--- src/rtl/led_arb_pkg.sv ---
// Shared types and constants for the LED status arbiter: source count,
// LED width, FSM state encoding and a one-hot helper for the grant vector.
package led_arb_pkg;

  localparam int NUM_LED_SRC = 3;
  localparam int LED_WIDTH   = 10;

  typedef enum logic [1:0] {IDLE, SHOW, HOLD} state_t;

  typedef logic [LED_WIDTH-1:0] led_pattern_t;
  typedef logic [1:0]           src_idx_t;

  function automatic logic [NUM_LED_SRC-1:0] idx_to_onehot(input src_idx_t idx);
    return NUM_LED_SRC'(1) << idx;
  endfunction

endpackage

--- src/rtl/led_tick_prescaler.sv ---
// Free-running 0..TICK_DIV-1 counter; o_tick marks the last count of each
// period and paces both the blink phase and the hold timer.
module led_tick_prescaler #(
  parameter int TICK_DIV = 25000000
) (
  input  logic i_clk,
  input  logic i_reset_n,
  output logic o_tick
);

  localparam int             CNT_W   = $clog2(TICK_DIV);
  localparam logic [CNT_W-1:0] CNT_MAX = CNT_W'(TICK_DIV - 1);

  logic [CNT_W-1:0] count;

  always_ff @(posedge i_clk or negedge i_reset_n) begin
    if (!i_reset_n) begin
      count <= '0;
    end else if (count == CNT_MAX) begin
      count <= '0;
    end else begin
      count <= count + CNT_W'(1);
    end
  end

  assign o_tick = (count == CNT_MAX);

endmodule

--- src/rtl/led_status_arbiter.sv ---
// Fixed-priority owner of the 10 user LEDs (source 0 highest) with a
// minimum hold after the owner drops, per-source blink and a tick pulse.
module led_status_arbiter
  import led_arb_pkg::*;
#(
  parameter int TICK_DIV   = 25000000,
  parameter int HOLD_TICKS = 2
) (
  input  logic                   i_clk,
  input  logic                   i_reset_n,
  input  logic [NUM_LED_SRC-1:0] i_req,
  input  logic [LED_WIDTH-1:0]   i_pattern0,
  input  logic [LED_WIDTH-1:0]   i_pattern1,
  input  logic [LED_WIDTH-1:0]   i_pattern2,
  input  logic [NUM_LED_SRC-1:0] i_blink,
  output logic [NUM_LED_SRC-1:0] o_grant,
  output logic [LED_WIDTH-1:0]   o_ledbits,
  output logic                   o_tick
);

  localparam logic [7:0] HOLD_INIT = 8'(HOLD_TICKS);

  state_t       state, state_d;
  src_idx_t     owner, owner_d;
  led_pattern_t pat, pat_d;
  logic         blink_q, blink_d;
  logic [7:0]   hold, hold_d;
  logic         phase, phase_d;

  logic                   win_vld;
  src_idx_t               win_idx;
  logic                   load;
  src_idx_t               load_idx;
  led_pattern_t           load_pat;
  led_pattern_t           led_d;
  logic [NUM_LED_SRC-1:0] grant_d;

  led_tick_prescaler #(.TICK_DIV(TICK_DIV)) u_prescaler (
    .i_clk     (i_clk),
    .i_reset_n (i_reset_n),
    .o_tick    (o_tick)
  );

  // Lowest asserted request index wins.
  always_comb begin
    win_vld = 1'b0;
    win_idx = '0;
    for (int i = NUM_LED_SRC - 1; i >= 0; i--) begin
      if (i_req[i]) begin
        win_vld = 1'b1;
        win_idx = src_idx_t'(i);
      end
    end
  end

  always_comb begin
    state_d  = state;
    owner_d  = owner;
    pat_d    = pat;
    blink_d  = blink_q;
    hold_d   = hold;
    load     = 1'b0;
    load_idx = win_idx;

    case (state)
      IDLE: begin
        load = win_vld;
      end
      SHOW: begin
        if (win_vld && (win_idx < owner)) begin
          load = 1'b1;
        end else if (i_req[owner]) begin
          load     = 1'b1;
          load_idx = owner;
        end else begin
          state_d = HOLD;
          hold_d  = HOLD_INIT;
        end
      end
      HOLD: begin
        // A re-grant takes precedence over a tick arriving in the same cycle.
        if (win_vld && (win_idx <= owner)) begin
          load = 1'b1;
        end else if (o_tick) begin
          if (hold == 8'd1) begin
            if (win_vld) begin
              load = 1'b1;
            end else begin
              state_d = IDLE;
              hold_d  = '0;
            end
          end else begin
            hold_d = hold - 8'd1;
          end
        end
      end
      default: begin
        state_d = IDLE;
        hold_d  = '0;
      end
    endcase

    case (load_idx)
      2'd0:    load_pat = i_pattern0;
      2'd1:    load_pat = i_pattern1;
      default: load_pat = i_pattern2;
    endcase

    if (load) begin
      state_d = SHOW;
      owner_d = load_idx;
      pat_d   = load_pat;
      blink_d = i_blink[load_idx];
      hold_d  = HOLD_INIT;
    end
  end

  // Outputs are built from next-state values so they change on the same edge.
  always_comb begin
    phase_d = phase ^ o_tick;
    led_d   = '0;
    grant_d = '0;
    if (state_d != IDLE) begin
      led_d   = blink_d ? (pat_d & {LED_WIDTH{phase_d}}) : pat_d;
      grant_d = idx_to_onehot(owner_d);
    end
  end

  always_ff @(posedge i_clk or negedge i_reset_n) begin
    if (!i_reset_n) begin
      state     <= IDLE;
      owner     <= '0;
      pat       <= '0;
      blink_q   <= 1'b0;
      hold      <= '0;
      phase     <= 1'b0;
      o_grant   <= '0;
      o_ledbits <= '0;
    end else begin
      state     <= state_d;
      owner     <= owner_d;
      pat       <= pat_d;
      blink_q   <= blink_d;
      hold      <= hold_d;
      phase     <= phase_d;
      o_grant   <= grant_d;
      o_ledbits <= led_d;
    end
  end

endmodule
--- config.mk ---
export PLATFORM = sky130hd
export DESIGN_NAME = led_status_arbiter
export DESIGN_NICKNAME = d
export VERILOG_FILES = /design/src/rtl/led_arb_pkg.sv /design/src/rtl/led_tick_prescaler.sv /design/src/rtl/led_status_arbiter.sv
export SDC_FILE = /design/constraint.sdc
export NUM_CORES = 1
export LEC_CHECK = 0
export BUFFER_PORTS_ARGS = -buffer_cell sky130_fd_sc_hd__buf_2
export CORE_MARGIN = 2
export CORE_UTILIZATION = 50
export CTS_CLUSTER_DIAMETER = 30
export CTS_CLUSTER_SIZE = 12
export DETAILED_ROUTE_END_ITERATION = 6
export GPL_TIMING_DRIVEN = 0
export PLACE_DENSITY = 0.72
export SETUP_SLACK_MARGIN = 0.1
export SLEW_MARGIN = 5
export SYNTH_ARGS = -nofsm -noshare
export SYNTH_HDL_FRONTEND = slang
export SYNTH_SLANG_ARGS = --single-unit
--- constraint.sdc ---
create_clock -name i_clk -period 6.8 [get_ports i_clk]
set_input_delay 0.34 -clock i_clk [delete_from_list [all_inputs] [get_ports i_clk]]
set_output_delay 0.34 -clock i_clk [all_outputs]
set_load 0.1 [all_outputs]
==> metrics.md <==
| Metric | Value |
|---|---|
| Status | complete, no violations |
| Number of global-route vias before repair | 2587 |
| Filler cell count | 549 |
| TritonRoute pass-1 iters | 4 |
| Tmin final | 3.44 ns |
| Num ports | 52 |
| Buffer and inverter count on the worst path | 3 |
| Postcts setup bufs | 0 |
| FMAX | 290 MHz |
| Net Sw Power | 0.700 mW |
| Layout cell share with drive strength beyond 1 | 19.3% |
| Initial Util | 51.6% |
| Logic pwr share | 46.3% |
| Layout area overhead | 17.3% |
| Critical R2R Launch | state[1] |
| Die area | 7210 sq um |
| Max_cap viols | 0 |
| Tcrit/Tclk final | 50.7% |
| Post-route cell area | 3840 sq um |
| Register area share after synthesis | 47.4% |
| WL/cell | 14.8 um |
| CP Launch Point | u_prescaler.count[6] |
| Chip Width | 84.9 um |
| Post-CTS resize count | 0 |
| Antenna-violating nets left | 0 |
| Clock Pin Slew Worst Setup and Hold Paths | 0.07 ns |
| H-tree level count | 3 |
| CTS tree | yes |
| Maximum VDD drop | 307 uV |
| CP Capture Type | output port |
| CTS root buffer | clkbuf_8 |
| Max-slew violation count | 0 |
| Seq pwr share | 30.8% |
| First-pass GRT wire length | 12200 um |
| Antenna Cells | 0 |
| Grt total ovfl | 0 |
| FFs w/ async S/R, synth | 100% |
| Post-Syn Area | 3280 sq um |
| GRT Util Overall | 21.1% |
| Residual DRC count | 0 |
| Setup violators final | 0 |
| Setup TNS | 0 ns |
| Final hold viol count | 0 |
| Worst stage delay on the critical path | 0.56 ns |
| Max Clock Skew | 0.00829 ns |
| Clock latency on the worst-skew pair | 0.34 ns |
| Port buffer count | 51 |
| Clock power frac | 22.9% |
| Vias per cell | 5.64 |
| Worst setup path class | flop to output port |
| Power Internal | 0.853 mW |
| Initial antenna violation count | 0 |
| Placer Congestion | 0.942 |
| CTS max path bufs | 2 |
| Vias | 2718 |
| Final setup margin | 3.36 ns |
| Top cell family by delay on the critical path | simple AND/OR/NAND/NOR gates |
| Synth Warn # | 0 |
| HP Class | primary input to async pin |
| Sw frac | 45.1% |
| Seq cells post-synth | 62 |
| Slowest CP cell | nor4_1 |
| Routed WL | 7130 um |
| CP cell instances | or4_1, nor4_1, nand2_1, inv_1, clkbuf_1, buf_2 |
| Distinct cells, synth | 50 |
| WP data arrival | 3.10 ns |
| Core region area | 6350 sq um |
| Die Height | 84.9 um |
| Syn_area_per_cell | 9.69 sq um |
| Post-synth EDFFs | 0 |
| Largest net degree at the start of global routing | 63 |
| Worst EP required | 6.46 ns |
| Syn Inst Count | 338 |
| Syn Nets | 385 |
| Startpoint types | flop |
| Placed instance area | 3630 sq um |
| Relative slew slack | 46.1% |
| Power Total | 1.55 mW |
| Placement Rows | 29 |
| RSZ-0062 raised after global routing | no |
| Worst-margin pin slew | 0.802 ns |
| DP HPWL | 5100 um |
| Placement Setup Slack | 3.73 ns |
| Pleak | 1.79 nW |
| Final design utilization | 60.5% |
| Crit path max fanout | 10 |
| Initial DRC Count | 123 |
| Num CTS Buffers | 9 |
| Top FF cell, synth | dfrtp_1 |
| Final nets | 447 |
| CTS hold repair buffers | 0 |
| Pwr dens | 404 nW/um^2 |
| Clock sinks | 62 |
## worst paths after layout
path	to	cells after the start	slack, ns
hold / removal	u_prescaler.count[13]	1	0.07
hold reg to reg	u_prescaler.count[4]	1	0.49
min in group i_clk	pat[5]	3	0.30
setup reg to reg	o_ledbits[7]	10	3.88
max in group asynchronous	hold[5]	1	6.23
setup / recovery	o_tick	6	3.36
## power groups by stage
stage | registers, mW | logic (mW) | clock network [mW]
after floorplan | 0.662 | 0.382 | 0
after global placement | 0.482 | 0.708 | 0
after detailed placement | 0.484 | 0.718 | 0
after CTS | 0.479 | 0.720 | 0.361
after global routing | 0.485 | 0.782 | 0.378
final | 0.479 | 0.718 | 0.356
## cells in the final DEF (no fill, tap or decap), drive strengths merged, types with 9 or more instances in the layout
cell,count
xnor2,13
clkbuf,15
inv,15
o21ai,12
buf,55
nor2,43
a22o,10
nand2,22
a211oi,12
ha,9
dfrtp,62
xor2,10
a21oi,35
## worst reg2reg max path, stage by stage, from the launching register on
cell and delay, ns:
dfrtp_1 0.43, inv_1 0.10, ha_1 0.13, clkbuf_1 0.35, nand2b_1 0.13, o21ai_0 0.38
o21ba_2 0.25, a211oi_4 0.29, mux2i_1 0.37, o21ai_4 0.15, a211oi_1 0.25
## routing by layer
metal / up-vias / track usage (%) / wire length (um) / share of wire [%]
met4: 0 / 7.36 / 104 / 1.5
met1: 1301 / 28.5 / 3360 / 47
met3: 11 / 4.47 / 263 / 3.7
li1: 1344 / - / - / -
met5: - / 0 / 0 / 0
met2: 62 / 33.7 / 3400 / 48
## cell families after synthesis
logic type,share of synthesized area (%)
AND/OR/NAND/NOR,21.2
AO/OA/AOI/OAI,17.7
flip-flops,47.4
buffers and inverters,2.90
XOR/XNOR,6.15
adder cells (fa/ha/maj),3.44
multiplexers,1.22
## area by class of cell
cell class	instances	area (sq um)	area share, %
multi-input combinational	252	1630	42.4
sequential	62	1550	40.4
timing repair buffer	51	258	6.71
clock buffer	10	128	3.32
tap	77	96.3	2.51
clock inverter	6	86.3	2.25
inverter	15	56.3	1.46
buffer	9	38.8	1.01
## cell usage after synthesis (2+ instances only)
cell,number,area [sq um]
nand3b_1,6,45.0
ha_1,9,113
and2_1,3,18.8
inv_1,15,56.3
nand4_1,5,31.3
dfrtp_1,62,1550
o21ai_0,11,55.1
a21oi_1,35,175
xor2_1,10,87.6
a211oi_1,11,82.6
and3_1,6,37.5
o211ai_1,2,15.0
a41oi_1,2,17.5
nor2_1,43,161
a22o_1,10,87.6
clkbuf_1,5,18.8
nor3_1,6,30.0
nand2b_1,4,25.0
xnor2_1,13,114
nor2b_1,4,25.0
nand4b_1,3,26.3
nand2_1,22,82.6
mux2i_1,4,40.0
buf_2,4,20.0
nor4_1,5,31.3
or3_1,5,31.3
nand3_1,8,40.0
or4_1,2,15.0
a211o_1,2,17.5
## metrics by stage
step / hold WS [ns] / instances
finish: 0.0727 / 482
global route: 0.124 / 482
CTS: 0.0880 / 482
detailed placement: 0.465 / 466
global placement: 0.480 / 466
floorplan: 0.0444 / 338
## registers in the layout, summed over array words and instances (netlist names)
| name | cells |
|---|---|
| owner | 2 |
| o_grant | 3 |
| pat | 10 |
| phase | 1 |
| hold | 8 |
| u_prescaler.count | 25 |
| o_ledbits | 10 |
| state | 2 |
| blink_q | 1 |
Power figures use the tool's default switching activity.
